**src/rtl/prism_cfg_loader.sv**
```systemverilog
// prism_cfg_loader
//   Brings up the PRISM controller from a software-pushed configuration
//   image. Host words are buffered in a FIFO. The sequencer holds PRISM in
//   debug reset, streams the words to consecutive debug addresses, then
//   releases reset and enables the PRISM FSM. The PRISM debug port is shared
//   between direct host writes, which always win, and loader writes.
//
//   Build option: define PRISM_LOADER_VERIFY_EN to read back every loaded
//   word (CHECK state) and to flag mismatches (FAULT state, sticky error).
//
// Ports
//   clk, rst_n            clock, asynchronous active-low reset
//   start, abort          single-cycle control pulses
//   start_addr, word_count  first debug address and word count (latched on start)
//   wr_valid/wr_data/wr_ready  host push into the configuration FIFO
//   host_wr/host_addr/host_wdata  direct host debug write (priority)
//   dbg_rdata             PRISM debug read data (combinational on dbg_addr)
//   dbg_addr/dbg_wr/dbg_wdata  PRISM debug write port
//   dbg_reset, fsm_enable PRISM debug reset and FSM enable
//   busy, done, error     status: busy in RESET/LOAD/CHECK, done pulse on
//                         entry to RUN, sticky readback mismatch
module prism_cfg_loader #(
  parameter int unsigned FIFO_DEPTH = 4,
  parameter int unsigned RST_CYCLES = 4
) (
  input  logic        clk,
  input  logic        rst_n,
  input  logic        start,
  input  logic        abort,
  input  logic [5:0]  start_addr,
  input  logic [5:0]  word_count,
  input  logic        wr_valid,
  input  logic [31:0] wr_data,
  output logic        wr_ready,
  input  logic        host_wr,
  input  logic [5:0]  host_addr,
  input  logic [31:0] host_wdata,
  input  logic [31:0] dbg_rdata,
  output logic [5:0]  dbg_addr,
  output logic        dbg_wr,
  output logic [31:0] dbg_wdata,
  output logic        dbg_reset,
  output logic        fsm_enable,
  output logic        busy,
  output logic        done,
  output logic        error
);

  localparam int unsigned AW  = $clog2(FIFO_DEPTH);
  localparam int unsigned CW  = AW + 1;
  localparam int unsigned RCW = (RST_CYCLES > 1) ? $clog2(RST_CYCLES) : 1;

`ifdef PRISM_LOADER_VERIFY_EN
  typedef enum logic [2:0] {S_IDLE, S_RESET, S_LOAD, S_CHECK, S_RUN, S_FAULT} state_e;
`else
  typedef enum logic [2:0] {S_IDLE, S_RESET, S_LOAD, S_RUN} state_e;
`endif

  state_e state_q, state_d;

  // ---------------------------------------------------------------- FIFO
  logic [31:0]   mem_q [FIFO_DEPTH];
  logic [AW-1:0] wptr_q, rptr_q;
  logic [CW-1:0] cnt_q;
  logic          empty, full, push, pop;
  logic [31:0]   head;

  assign empty    = (cnt_q == '0);
  assign full     = (cnt_q == CW'(FIFO_DEPTH));
  assign wr_ready = !full;
  assign push     = wr_valid && !full && !abort;
  assign head     = mem_q[rptr_q];

  always_ff @(posedge clk) begin
    if (push) mem_q[wptr_q] <= wr_data;
  end

  always_ff @(posedge clk or negedge rst_n) begin
    if (!rst_n) begin
      wptr_q <= '0;
      rptr_q <= '0;
      cnt_q  <= '0;
    end else if (abort) begin
      wptr_q <= '0;
      rptr_q <= '0;
      cnt_q  <= '0;
    end else begin
      if (push) wptr_q <= wptr_q + 1'b1;
      if (pop)  rptr_q <= rptr_q + 1'b1;
      case ({push, pop})
        2'b10:   cnt_q <= cnt_q + 1'b1;
        2'b01:   cnt_q <= cnt_q - 1'b1;
        default: cnt_q <= cnt_q;
      endcase
    end
  end

  // ------------------------------------------------------- sequencer data
  logic [RCW-1:0] rcnt_q;
  logic [5:0]     idx_q, sa_q, wc_q;
  logic           start_ok, ld_fire, last, in_check;
  logic [5:0]     ld_addr;

  // Loader write fires only when the host is not using the port this cycle;
  // otherwise it simply retries next cycle with no state change.
  assign ld_fire  = (state_q == S_LOAD) && !empty && !host_wr && !abort;
  assign pop      = ld_fire;
  assign last     = (idx_q == wc_q - 6'd1);
  assign ld_addr  = sa_q + idx_q;

`ifdef PRISM_LOADER_VERIFY_EN
  logic [31:0] chk_data_q;
  logic        error_q;
  logic        chk_fire, mismatch;

  assign in_check = (state_q == S_CHECK);
  assign chk_fire = in_check && !host_wr && !abort;
  assign mismatch = (dbg_rdata != chk_data_q);
  assign start_ok = start && !abort &&
                    (state_q == S_IDLE || state_q == S_RUN || state_q == S_FAULT);
  assign error    = error_q;

  always_ff @(posedge clk or negedge rst_n) begin
    if (!rst_n) begin
      chk_data_q <= '0;
      error_q    <= 1'b0;
    end else begin
      if (ld_fire) chk_data_q <= head;
      if (start_ok)                  error_q <= 1'b0;
      else if (chk_fire && mismatch) error_q <= 1'b1;
    end
  end
`else
  logic unused_rdata;

  assign in_check     = 1'b0;
  assign start_ok     = start && !abort && (state_q == S_IDLE || state_q == S_RUN);
  assign error        = 1'b0;
  assign unused_rdata = ^dbg_rdata;
`endif

  always_ff @(posedge clk or negedge rst_n) begin
    if (!rst_n) begin
      rcnt_q <= '0;
      idx_q  <= '0;
      sa_q   <= '0;
      wc_q   <= '0;
    end else begin
      rcnt_q <= (state_q == S_RESET) ? rcnt_q + 1'b1 : '0;
      if (start_ok) begin
        sa_q <= start_addr;
        wc_q <= word_count;
      end
      if (abort || start_ok) begin
        idx_q <= '0;
`ifdef PRISM_LOADER_VERIFY_EN
      end else if (chk_fire && !mismatch) begin
`else
      end else if (ld_fire) begin
`endif
        idx_q <= idx_q + 6'd1;
      end
    end
  end

  // ------------------------------------------------------- state register
  always_ff @(posedge clk or negedge rst_n) begin
    if (!rst_n) state_q <= S_IDLE;
    else        state_q <= state_d;
  end

  // ----------------------------------------------------------- next state
  always_comb begin
    state_d = state_q;
    if (abort) begin
      state_d = S_IDLE;
    end else begin
      case (state_q)
        S_IDLE, S_RUN: if (start_ok) state_d = S_RESET;
        S_RESET: begin
          if (rcnt_q == RCW'(RST_CYCLES - 1))
            state_d = (wc_q != 6'd0) ? S_LOAD : S_RUN;
        end
        S_LOAD: begin
`ifdef PRISM_LOADER_VERIFY_EN
          if (ld_fire) state_d = S_CHECK;
`else
          if (ld_fire && last) state_d = S_RUN;
`endif
        end
`ifdef PRISM_LOADER_VERIFY_EN
        S_CHECK: begin
          if (chk_fire) begin
            if (mismatch)  state_d = S_FAULT;
            else if (last) state_d = S_RUN;
            else           state_d = S_LOAD;
          end
        end
        S_FAULT: if (start_ok) state_d = S_RESET;
`endif
        default: state_d = S_IDLE;
      endcase
    end
  end

  // -------------------------------------------------------------- outputs
  // Status outputs are registered from the next state so they line up with
  // the state they describe.
  logic dbg_reset_q, dbg_reset_d;
  logic fsm_enable_q, fsm_enable_d;
  logic busy_q, busy_d;
  logic done_q, done_d;

  always_comb begin
    dbg_reset_d  = (state_d != S_IDLE) && (state_d != S_RUN);
    fsm_enable_d = (state_d == S_RUN);
    done_d       = (state_d == S_RUN) && (state_q != S_RUN);
    busy_d       = (state_d == S_RESET) || (state_d == S_LOAD);
`ifdef PRISM_LOADER_VERIFY_EN
    busy_d       = busy_d || (state_d == S_CHECK);
`endif
  end

  always_ff @(posedge clk or negedge rst_n) begin
    if (!rst_n) begin
      dbg_reset_q  <= 1'b0;
      fsm_enable_q <= 1'b0;
      busy_q       <= 1'b0;
      done_q       <= 1'b0;
    end else begin
      dbg_reset_q  <= dbg_reset_d;
      fsm_enable_q <= fsm_enable_d;
      busy_q       <= busy_d;
      done_q       <= done_d;
    end
  end

  assign dbg_reset  = dbg_reset_q;
  assign fsm_enable = fsm_enable_q;
  assign busy       = busy_q;
  assign done       = done_q;

  // Debug port mux: host path has priority every cycle.
  always_comb begin
    if (host_wr) begin
      dbg_wr    = 1'b1;
      dbg_addr  = host_addr;
      dbg_wdata = host_wdata;
    end else begin
      dbg_wr    = ld_fire;
      dbg_addr  = ((state_q == S_LOAD) || in_check) ? ld_addr : '0;
      dbg_wdata = ld_fire ? head : '0;
    end
  end

endmodule

```
**config.mk**
```make
export PLATFORM = sky130hd
export DESIGN_NAME = prism_cfg_loader
export DESIGN_NICKNAME = d
export VERILOG_FILES = /design/src/rtl/prism_cfg_loader.sv
export SDC_FILE = /design/constraint.sdc
export NUM_CORES = 1
export LEC_CHECK = 0
export ABC_AREA = 1
export BUFFER_PORTS_ARGS = -buffer_cell sky130_fd_sc_hd__buf_4
export CAP_MARGIN = 20
export CORE_MARGIN = 4
export CORE_UTILIZATION = 58
export CTS_CLUSTER_DIAMETER = 60
export DETAILED_ROUTE_END_ITERATION = 8
export PLACE_DENSITY = 0.9
export SLEW_MARGIN = 20
export SYNTH_ARGS = -nofsm -noshare
export SYNTH_HDL_FRONTEND = slang
export SYNTH_SLANG_ARGS = --single-unit
```
**constraint.sdc**
```tcl
create_clock -name clk -period 6.5 [get_ports clk]
set_clock_uncertainty 0.1 [all_clocks]
set_input_delay 0.65 -clock clk [delete_from_list [all_inputs] [get_ports clk]]
set_output_delay 0.65 -clock clk [all_outputs]
set_load 0.05 [all_outputs]
```
==> impl_metrics.py, run 1 <==
metrics = {
    "routing": {
        "via_per_inst": 5.36,
        "drc": 0,
        "dr.pass1.iters": 5,
        "vias": 5481,
        "drt_iter0_markers": 459,
        "routed_wirelength_um": 15900,
        "ant_nets": 0,
        "wire_per_inst_um": 15.6,
    },
    "yosys": {
        "seq_area_frac_synth": 0.640,
        "netlist_instances": 718,
        "synth_edf_count": 128,
        "synth_top_flop_cell": "edfxtp_1",
        "syn_area_mm2": 0.00734,
        "ys_warn_count": 0,
        "synth-seq-cells": 162,
        "synth_area_per_cell_um2": 10.2,
        "postSynth.asyncResetShare": 0.210,
        "ys_types": 37,
    },
    "min_path": {
        "min-delay-path-class": "input port to asynchronous set/reset pin",
    },
    "power_and_ir_drop": {
        "sw_frac_of_total": 0.240,
        "power.leakage_uw": 0.00401,
        "clockPowerShare": 0.404,
        "powerDensity_mw_per_mm2": 272,
        "p_seq_frac": 0.484,
        "vdd.ir_drop.worst_uv": 255,
        "switching_power_uw": 592,
        "share_comb_of_total_power": 0.112,
        "intPower_uw": 1870,
    },
    "critical_path": {
        "cp.required_ns": 5.75,
        "slowest_delay_ns": 0.68,
        "cp.arrival_ns": 2.53,
        "cpMostUsedCell": "o21ai_0",
        "cp-end-kind": "output pin",
        "cp-start-kind": "flip-flop",
        "crit_chain": "clkinv_2 -> a21oi_1 -> o21ai_0 -> nand2_1 -> o21ai_0 -> buf_4",
        "worst_r2r_path_depth": 4,
        "slowest_stage": "clkinv_2",
        "crit_type": "flip-flop to output pin",
        "path_max_fanout": 64,
    },
    "place": {
        "port_buffers": 131,
        "placed_cells": 990,
        "globalplace.congestion": 0.860,
        "hpwlAfterDp_um": 9930,
        "pre_cts_slack_ns": 3.58,
    },
    "timing": {
        "fin_ws_ns": 3.22,
        "hold_violations": 0,
        "relSlewSlack": 0.304,
        "fin_crit_sh": 0.505,
        "layout_min_cycle_time_ns": 3.28,
        "rsz0062_at_grt": "no",
        "fmax_mhz": 304,
        "tightest_slew_ns": 1.04,
        "final_max_slew_viol_count": 0,
        "fin_tns_setup_ns": 0,
        "finalSetupViolCount": 0,
    },
    "final_layout": {
        "num-nets-final": 976,
        "fill_cells": 800,
        "final_core_util": 0.743,
        "antenna_cells": 0,
        "instances_no_fill": 1022,
        "drive_gt1_frac": 0.220,
        "area_growth_syn_to_layout_pct": 23.6,
        "final_common_cell": "nand2_1",
        "final_cell_mix": "nand2_1 (212), buf_4 (133), edfxtp_1 (128)",
    },
    "floorplan": {
        "start_util": 0.601,
        "rows": 40,
        "chipWidth_um": 120,
        "dieHeight_um": 120,
        "io_pins": 165,
        "core_mm2": 0.0122,
        "dieArea_mm2": 0.0145,
    },
    "grt": {
        "groute.usage.overall": 0.228,
        "antenna_found_initial": 0,
        "overflow": 0,
        "grt_max_degree": 98,
        "grt_pass1_wl_um": 25500,
        "grt_pass1_vias": 5451,
    },
    "clock_network": {
        "htree_levels": 4,
        "post_cts_buffers": 0,
        "insertion_delay_ns": 0.43,
        "ctsHoldBuffers": 0,
        "cts-buffers-inserted": 17,
        "cts_num_sinks": 162,
        "tritoncts": "done",
        "ctsLongestPathBuffers": 2,
        "cts_root_buf": "clkbuf_16",
        "cts.reportedPaths.clkPinSlew_ns": 0.06,
        "post_cts_resize_count": 0,
    },
    "run": {
        "cap_violations": 0,
    },
    "outcome": {
        "status": "finished, final reports clean",
    },
}
==> sequential cells by signal, summed over array words and instances (netlist names), 2 cells and up <==
| name | flops |
|---|---|
| cnt_q | 3 |
| idx_q | 6 |
| rcnt_q | 2 |
| state_q | 3 |
| rptr_q | 2 |
| sa_q | 6 |
| wc_q | 6 |
| wptr_q | 2 |
| mem_q | 128 |
==> power by group through the flow <==
stage	combinational [uW]	sequential [uW]	clock, uW
2_1_floorplan	164	1210	0
3_3_place_gp	263	1210	0
3_5_place_dp	273	1210	0
4_1_cts	276	1190	999
5_1_grt	305	1200	1050
6_report	275	1190	995
==> area by class of cell <==
cell class                 count  area (um2)  share of cell area
multi-input combinational    454        2270               0.251
clock buffer                  18         429              0.0473
timing repair buffer         134        1030               0.113
sequential                   162        4700               0.518
inverter                      73         275              0.0303
clock inverter                13         163              0.0179
tap                          168         210              0.0232
==> metal layers <==
| metal | up-vias | wire length, um | part of all wire | global-route usage |
|---|---|---|---|---|
| li1 | 2672 | - | - | - |
| met1 | 2538 | 6150 | 0.39 | 0.265 |
| met2 | 232 | 8080 | 0.51 | 0.387 |
| met3 | 39 | 1290 | 0.081 | 0.0753 |
| met4 | 0 | 405 | 0.025 | 0.0970 |
| met5 | - | 0 | 0 | 0 |
==> cells by family after synthesis <==
kind of cell / synth area share
other: 0.000511
AND/OR/NAND/NOR: 0.179
XOR/XNOR: 0.00597
buffers and inverters: 0.0552
AO/OA/AOI/OAI: 0.0939
flip-flops: 0.640
adder cells (fa/ha/maj): 0.0259
==> per-stage QoR <==
step	hold slack (ns)	total power, uW	cell area, um2
CTS	0.0639	2470	9040
detailed placement	0.325	1490	8450
floorplan	0.254	1370	7340
global route	0.0785	2560	9070
global placement	0.320	1470	8450
finish	0.0547	2460	9070
==> cell usage after synthesis (2+ instances only) <==
cell      instances  share of area
nand2_2           2         0.0017
a22o_1            3         0.0036
dfrtp_1          34           0.12
buf_4             2         0.0020
nand3_4           2         0.0048
o21ai_0          76          0.052
nor2_4            3         0.0046
nand2_1         212           0.11
fa_1              2         0.0055
buf_2             9         0.0061
buf_1             4         0.0020
ha_1             12          0.020
o21ai_1           4         0.0027
nor3_1            5         0.0034
xnor2_1           5         0.0060
a31oi_1           2         0.0017
inv_1            69          0.035
nor2_2            2         0.0017
clkbuf_1         15         0.0077
nand3_1          50          0.034
nand4_1           3         0.0026
a21oi_1          43          0.029
edfxtp_1        128           0.52
inv_2             4         0.0020
nor2_1           15         0.0077
==> worst paths after layout <==
| check | start | endpoint | slack, ns |
|---|---|---|---|
| max in group asynchronous | rst_n | rptr_q[0] | 5.90 |
| min in group clk | wr_data[23] | mem_q[1][23] | 0.31 |
| worst max register to register | cnt_q[0] | mem_q[1][3] | 4.15 |
| worst min-delay path | rst_n | wc_q[1] | 0.05 |
| worst min register to register | rcnt_q[0] | rcnt_q[0] | 0.33 |
| worst max-delay path | rptr_q[1] | dbg_wdata[0] | 3.22 |
==> critical path, delay by kind of cell, from the launching register on <==
family / cells / cell delay [ns]
simple gates: 1 / 0.14
buf+inv: 2 / 0.89
compound gates: 3 / 0.60
flops: 1 / 0.41
Note: power is estimated with default switching activity, not from simulation.
==> run 2: changes to the inputs <==
--- a/config.mk
+++ b/config.mk
@@ -9,10 +9,10 @@
 export BUFFER_PORTS_ARGS = -buffer_cell sky130_fd_sc_hd__buf_4
 export CAP_MARGIN = 20
 export CORE_MARGIN = 4
-export CORE_UTILIZATION = 58
+export CORE_UTILIZATION = 54
 export CTS_CLUSTER_DIAMETER = 60
 export DETAILED_ROUTE_END_ITERATION = 8
-export PLACE_DENSITY = 0.9
+export PLACE_DENSITY = 0.85
 export SLEW_MARGIN = 20
 export SYNTH_ARGS = -nofsm -noshare
 export SYNTH_HDL_FRONTEND = slang
==> constraint.sdc (replaced) <==
create_clock -name clk -period 3.25 [get_ports clk]
set_clock_uncertainty 0.1 [all_clocks]
set_input_delay 0.325 -clock clk [delete_from_list [all_inputs] [get_ports clk]]
set_output_delay 0.325 -clock clk [all_outputs]
set_load 0.05 [all_outputs]
==> run 2 against run 1 <==
  * Critical path depth unchanged
  * First-iteration DRC count decreased by 5.9%
  * Worst hold slack got worse by 0.035 ns
  * Clock power increased by 85%
  * Count of clock-buffer cells in the layout increased by 2
  * Cell count increased by 5.1%
  * Largest cell class unchanged
  * Worst setup slack got worse by 2.8 ns
  * Combinational power increased by 110%
  * Total power increased by 96%
  * Non-clock buffer count increased by 43
  * Flip-flop and latch count unchanged
==> impl_metrics.py, run 2 (synthesis results as in run 1) <==
metrics = {
    "outcome": {
        "status": "finished, final reports clean",
    },
    "routing": {
        "vias": 5603,
        "drc": 0,
        "dr_wl_met3_um": 929,
        "ant_nets": 0,
        "wl_met1_um": 6520,
        "routed_wirelength_um": 16300,
        "top_layer_used": "met4",
        "dr_wl_met2_um": 8450,
        "via_per_inst": 5.22,
        "dr.pass1.iters": 5,
        "drt_iter0_markers": 432,
        "wire_per_inst_um": 15.2,
    },
    "floorplan": {
        "dieArea_mm2": 0.0155,
        "rows": 42,
        "io_pins": 165,
        "chipWidth_um": 125,
        "start_util": 0.552,
        "dieHeight_um": 125,
        "core_mm2": 0.0133,
    },
    "critical_path": {
        "crit_type": "flip-flop to output pin",
        "worstReg2RegStart": "state_q[0]",
        "cp.arrival_ns": 2.36,
        "cp.required_ns": 2.82,
        "cp-start-kind": "flip-flop",
        "worst_r2r_path_depth": 9,
        "cp-end-kind": "output pin",
        "path_max_fanout": 35,
        "timing.rr.end": "done",
        "rrSetupSlack_ns": 1.15,
    },
    "timing": {
        "hold_violations": 0,
        "rsz0062_at_grt": "no",
        "finalSetupViolCount": 0,
        "fin_crit_sh": 0.857,
        "layout_min_cycle_time_ns": 2.79,
        "relSlewSlack": 0.622,
        "hold_slack_ns": 0.0200,
        "fin_tns_setup_ns": 0,
        "tightest_slew_ns": 0.566,
        "fmax_mhz": 359,
        "final_max_slew_viol_count": 0,
    },
    "grt": {
        "grt_pass1_wl_um": 26600,
        "overflow": 0,
        "grt_max_degree": 58,
        "antenna_found_initial": 0,
        "groute.usage.overall": 0.214,
        "grt_pass1_vias": 5618,
    },
    "clock_network": {
        "tritoncts": "done",
        "htree_levels": 4,
        "post_cts_buffers": 0,
        "cts.reportedPaths.clkPinSlew_ns": 0.06,
        "ctsLongestPathBuffers": 2,
        "post_cts_resize_count": 0,
        "cts_num_sinks": 162,
        "cts-buffers-inserted": 17,
        "insertion_delay_ns": 0.42,
        "cts_root_buf": "clkbuf_16",
        "ctsHoldBuffers": 37,
    },
    "place": {
        "hpwlAfterDp_um": 9920,
        "placed_area_mm2": 0.00853,
        "port_buffers": 131,
        "globalplace.congestion": 0.846,
    },
    "final_layout": {
        "final_cell_area_mm2": 0.00946,
        "drive_gt1_frac": 0.214,
        "area_growth_syn_to_layout_pct": 28.8,
        "num-nets-final": 1019,
        "top_register": "mem_q",
        "final_core_util": 0.711,
        "final_cell_mix": "nand2_1 (212), buf_4 (137), edfxtp_1 (128)",
        "final_common_cell": "nand2_1",
        "fill_cells": 935,
        "antenna_cells": 0,
        "largest_reg_flops": 128,
    },
    "power_and_ir_drop": {
        "sw_frac_of_total": 0.247,
        "powerDensity_mw_per_mm2": 510,
        "power.leakage_uw": 0.00419,
        "share_comb_of_total_power": 0.123,
        "intPower_uw": 3630,
        "vdd.ir_drop.worst_uv": 477,
        "p_seq_frac": 0.495,
        "clockPowerShare": 0.382,
        "power_uw": 4820,
        "switching_power_uw": 1190,
    },
    "min_path": {
        "min-delay-start": "wr_data[9]",
        "hold_depth": 1,
        "whs_endpoint": "mem_q[1][9]",
        "min-delay-path-class": "input port to flip-flop",
    },
    "run": {
        "cap_violations": 0,
    },
}
==> run 2: cell count changes in the layout (fill, tap and decap cells not counted), sizes merged <==
cell	change
dlygate4sd3	+38
buf	+5
clkinvlp	-3
bufinv	-2
inv	+4
clkbuf	+2
==> run 2: stage by stage <==
stage | worst slack, ns | std cells
final | 0.463 | 1074
after global placement | 0.976 | 1004
after floorplan | 0.185 | 719
after detailed placement | 0.932 | 1004
after global routing | 0.312 | 1074
after CTS | 0.479 | 1073
==> run 2: layer usage <==
metal  up-vias  track usage
met5         -            0
met4         0       0.0819
met3        34       0.0600
met2       181        0.373
met1      2628        0.253
li1       2760            -
==> run 2: cell type report <==
cell class                      instances  area, um2  area share
Clock buffer                           20        437      0.0462
Clock inverter                         12        108      0.0114
Inverter                               73        274      0.0290
Multi-Input combinational cell        454       2270       0.240
Sequential cell                       162       4700       0.497
Tap cell                              176        220      0.0233
Timing Repair Buffer                  177       1450       0.153
==> run 2: power by group through the flow <==
stage,Clock (uW),Sequential [uW],Combinational (uW)
floorplan,0,2420,329
global placement,0,2420,530
detailed placement,0,2430,546
CTS,1870,2390,589
global route,1970,2390,650
finish,1840,2390,591
==> run 2: worst max path at each step <==
stage,start,end,cells past startpoint
6_report,state_q[0],dbg_wdata[22],6
5_1_grt,state_q[0],dbg_wdata[17],6
4_1_cts,idx_q[0],dbg_addr[4],8
3_5_place_dp,idx_q[0],dbg_addr[4],8
3_3_place_gp,idx_q[0],dbg_addr[4],8
2_1_floorplan,cnt_q[0],mem_q[0][0],4
==> run 2: critical path, cell delays in order (launching register included) <==
cell and delay, ns:
dfrtp_1 0.40, inv_1 0.16, nand3_4 0.13, nor2_8 0.19, nand3_4 0.41, o21ai_0 0.39
buf_4 0.25
==> run 3: changes to the inputs <==
--- a/config.mk
+++ b/config.mk
@@ -5,14 +5,13 @@
 export SDC_FILE = /design/constraint.sdc
 export NUM_CORES = 1
 export LEC_CHECK = 0
-export ABC_AREA = 1
 export BUFFER_PORTS_ARGS = -buffer_cell sky130_fd_sc_hd__buf_4
 export CAP_MARGIN = 20
 export CORE_MARGIN = 4
-export CORE_UTILIZATION = 54
+export CORE_UTILIZATION = 53
 export CTS_CLUSTER_DIAMETER = 60
 export DETAILED_ROUTE_END_ITERATION = 8
-export PLACE_DENSITY = 0.85
+export PLACE_DENSITY = 0.84
 export SLEW_MARGIN = 20
 export SYNTH_ARGS = -nofsm -noshare
 export SYNTH_HDL_FRONTEND = slang
==> run 3 against run 2 <==
  * Global-route usage decreased by 0.37 points
  * Sequential share of layout area rose by 2.3 points
  * Largest cell class unchanged
  * Count of clock-buffer cells in the layout fell by 2
  * Flip-flop and latch count did not move
  * Routed wire length shrank 7.9%
  * Sequential power is essentially flat
  * Clock power rose by 8%
  * Fmax fell by 2.4%
  * Cell count fell by 30%
  * Largest power group unchanged
  * Critical path type unchanged
  * Core utilization up 0.21 points
  * Synthesized area decreased by 6.3%
  * Non-clock buffer count down 2
==> impl_metrics.py, run 3 <==
metrics = {
    "grt": {
        "overflow": 0,
        "grt_pass1_vias": 4393,
        "antenna_found_initial": 0,
        "grt_max_degree": 41,
        "grt_pass1_wl_um": 23400,
        "groute.usage.overall": 0.211,
    },
    "floorplan": {
        "rows": 41,
        "core_mm2": 0.0127,
        "start_util": 0.543,
        "chipWidth_um": 122,
        "dieHeight_um": 122,
        "dieArea_mm2": 0.0149,
        "io_pins": 165,
    },
    "final_layout": {
        "final_core_util": 0.713,
        "antenna_cells": 0,
        "num-nets-final": 707,
        "area_growth_syn_to_layout_pct": 31.4,
        "fill_cells": 751,
        "final_common_cell": "buf_4",
        "largest_reg_flops": 128,
        "regArea_mm2": 0.00470,
        "top_register": "mem_q",
        "final_cell_mix": "buf_4 (144), edfxtp_1 (128), a22o_1 (34)",
        "multi_input_area_mm2": 0.00209,
        "drive_gt1_frac": 0.390,
    },
    "routing": {
        "ant_nets": 0,
        "wire_per_inst_um": 19.8,
        "via_per_inst": 5.61,
        "vias": 4247,
        "drc": 0,
        "dr.pass1.iters": 5,
        "drt_iter0_markers": 278,
        "routed_wirelength_um": 15000,
    },
    "yosys": {
        "seq_area_frac_synth": 0.682,
        "synth_top_flop_cell": "edfxtp_1",
        "synth-seq-cells": 162,
        "syn_area_mm2": 0.00688,
        "netlist_instances": 400,
        "synth_common_cells": "edfxtp_1 (128), a22o_1 (34), dfrtp_1 (34)",
        "synth_edf_count": 128,
        "yosysMostFrequentCell": "edfxtp_1",
        "synth_area_per_cell_um2": 17.2,
        "ys_warn_count": 0,
        "ys_types": 44,
        "postSynth.asyncResetShare": 0.210,
        "synthTopCellsByArea": "edfxtp_1 (56%), dfrtp_1 (12%), mux4_2 (10%)",
        "yosys.area.top_type": "edfxtp_1",
        "synth_top_area_share": 0.559,
    },
    "outcome": {
        "status": "finished, final reports clean",
    },
    "critical_path": {
        "cp.buffers_inverters": 2,
        "slowest_delay_ns": 0.47,
        "cp.required_ns": 2.82,
        "crit_type": "flip-flop to output pin",
        "cp.arrival_ns": 2.43,
        "slowest_stage": "dfrtp_1",
        "cp-start-kind": "flip-flop",
        "crit_family": "simple AND/OR/NAND/NOR gates",
        "path_max_fanout": 21,
        "cpMostUsedCell": "buf_4",
        "crit_chain": "nor4b_2 -> nand2b_1 -> nor2_4 -> buf_4 -> a22o_1 -> buf_4",
        "cp-end-kind": "output pin",
    },
    "timing": {
        "layout_min_cycle_time_ns": 2.86,
        "hold_violations": 0,
        "rsz0062_at_grt": "no",
        "relSlewSlack": 0.567,
        "fin_crit_sh": 0.879,
        "finalSetupViolCount": 0,
        "tightest_slew_ns": 0.650,
        "fmax_mhz": 350,
        "fin_tns_setup_ns": 0,
        "final_max_slew_viol_count": 0,
    },
    "power_and_ir_drop": {
        "power.leakage_uw": 0.00349,
        "powerDensity_mw_per_mm2": 540,
        "vdd.ir_drop.worst_uv": 502,
        "power_uw": 4880,
    },
    "clock_network": {
        "cts.reportedPaths.clkPinSlew_ns": 0.06,
        "ctsLongestPathBuffers": 2,
        "cts-buffers-inserted": 17,
        "tritoncts": "done",
        "insertion_delay_ns": 0.42,
        "post_cts_buffers": 0,
        "cts_num_sinks": 162,
        "htree_levels": 4,
        "cts_root_buf": "clkbuf_16",
    },
    "place": {
        "hpwlAfterDp_um": 10000,
        "port_buffers": 131,
        "globalplace.congestion": 0.835,
    },
    "run": {
        "cap_violations": 0,
    },
    "min_path": {
        "min-delay-path-class": "input port to flip-flop",
    },
}
[run 3: stage by stage]
step	instances	hold slack (ns)	setup WS [ns]	area [um2]
2_1_floorplan	401	-0.0706	0.299	6880
3_3_place_gp	697	0.191	0.635	8150
3_5_place_dp	697	0.199	0.616	8150
4_1_cts	756	0.000454	0.149	9020
5_1_grt	757	0.00100	0.265	9040
6_report	757	0.0125	0.394	9040
[run 3: cell families after synthesis]
kind of cell / share of synthesized area
flip-flops: 0.682
AND/OR/NAND/NOR: 0.0491
AO/OA/AOI/OAI: 0.0698
multiplexers: 0.125
buffers and inverters: 0.0171
XOR/XNOR: 0.0280
adder cells (fa/ha/maj): 0.0276
other: 0.000545
[run 3: metal layers]
layer | share of wire | track usage
met5 | 0 | 0
met4 | 0.014 | 0.0637
met3 | 0.076 | 0.0543
met2 | 0.53 | 0.357
met1 | 0.38 | 0.270
[run 3: timing repair]
action | 4_1_cts | 5_1_grt
hold buffers | 28 | 1
setup endpoints to repair | 0 | 21
resized for setup | 0 | 1
hold endpoints to repair | 132 | 2
[run 3: layout make-up]
class,count,share of cell area
repair buffers,175,0.156
clock buffers,18,0.0475
clock inverters,13,0.0180
inverters,8,0.00332
flip-flops and latches,162,0.520
multi-input cells,209,0.232
well taps,172,0.0238
[run 3: worst paths after layout]
check | cells past startpoint | endpoint | slack, ns | startpoint
min in group asynchronous | 2 | busy | 0.28 | rst_n
hold / removal | 1 | mem_q[3][31] | 0.01 | wr_data[31]
setup / recovery | 6 | dbg_wdata[8] | 0.39 | state_q[0]
max in group asynchronous | 2 | rptr_q[0] | 2.43 | rst_n
setup reg to reg | 10 | cnt_q[2] | 0.78 | cnt_q[1]
hold reg to reg | 1 | rcnt_q[0] | 0.35 | rcnt_q[0]
[run 3: power breakdown]
part | internal (uW) | switching (uW)
clock network | 1200 | 785
registers | 2320 | 44.1
logic | 238 | 285
total | 3770 | 1110
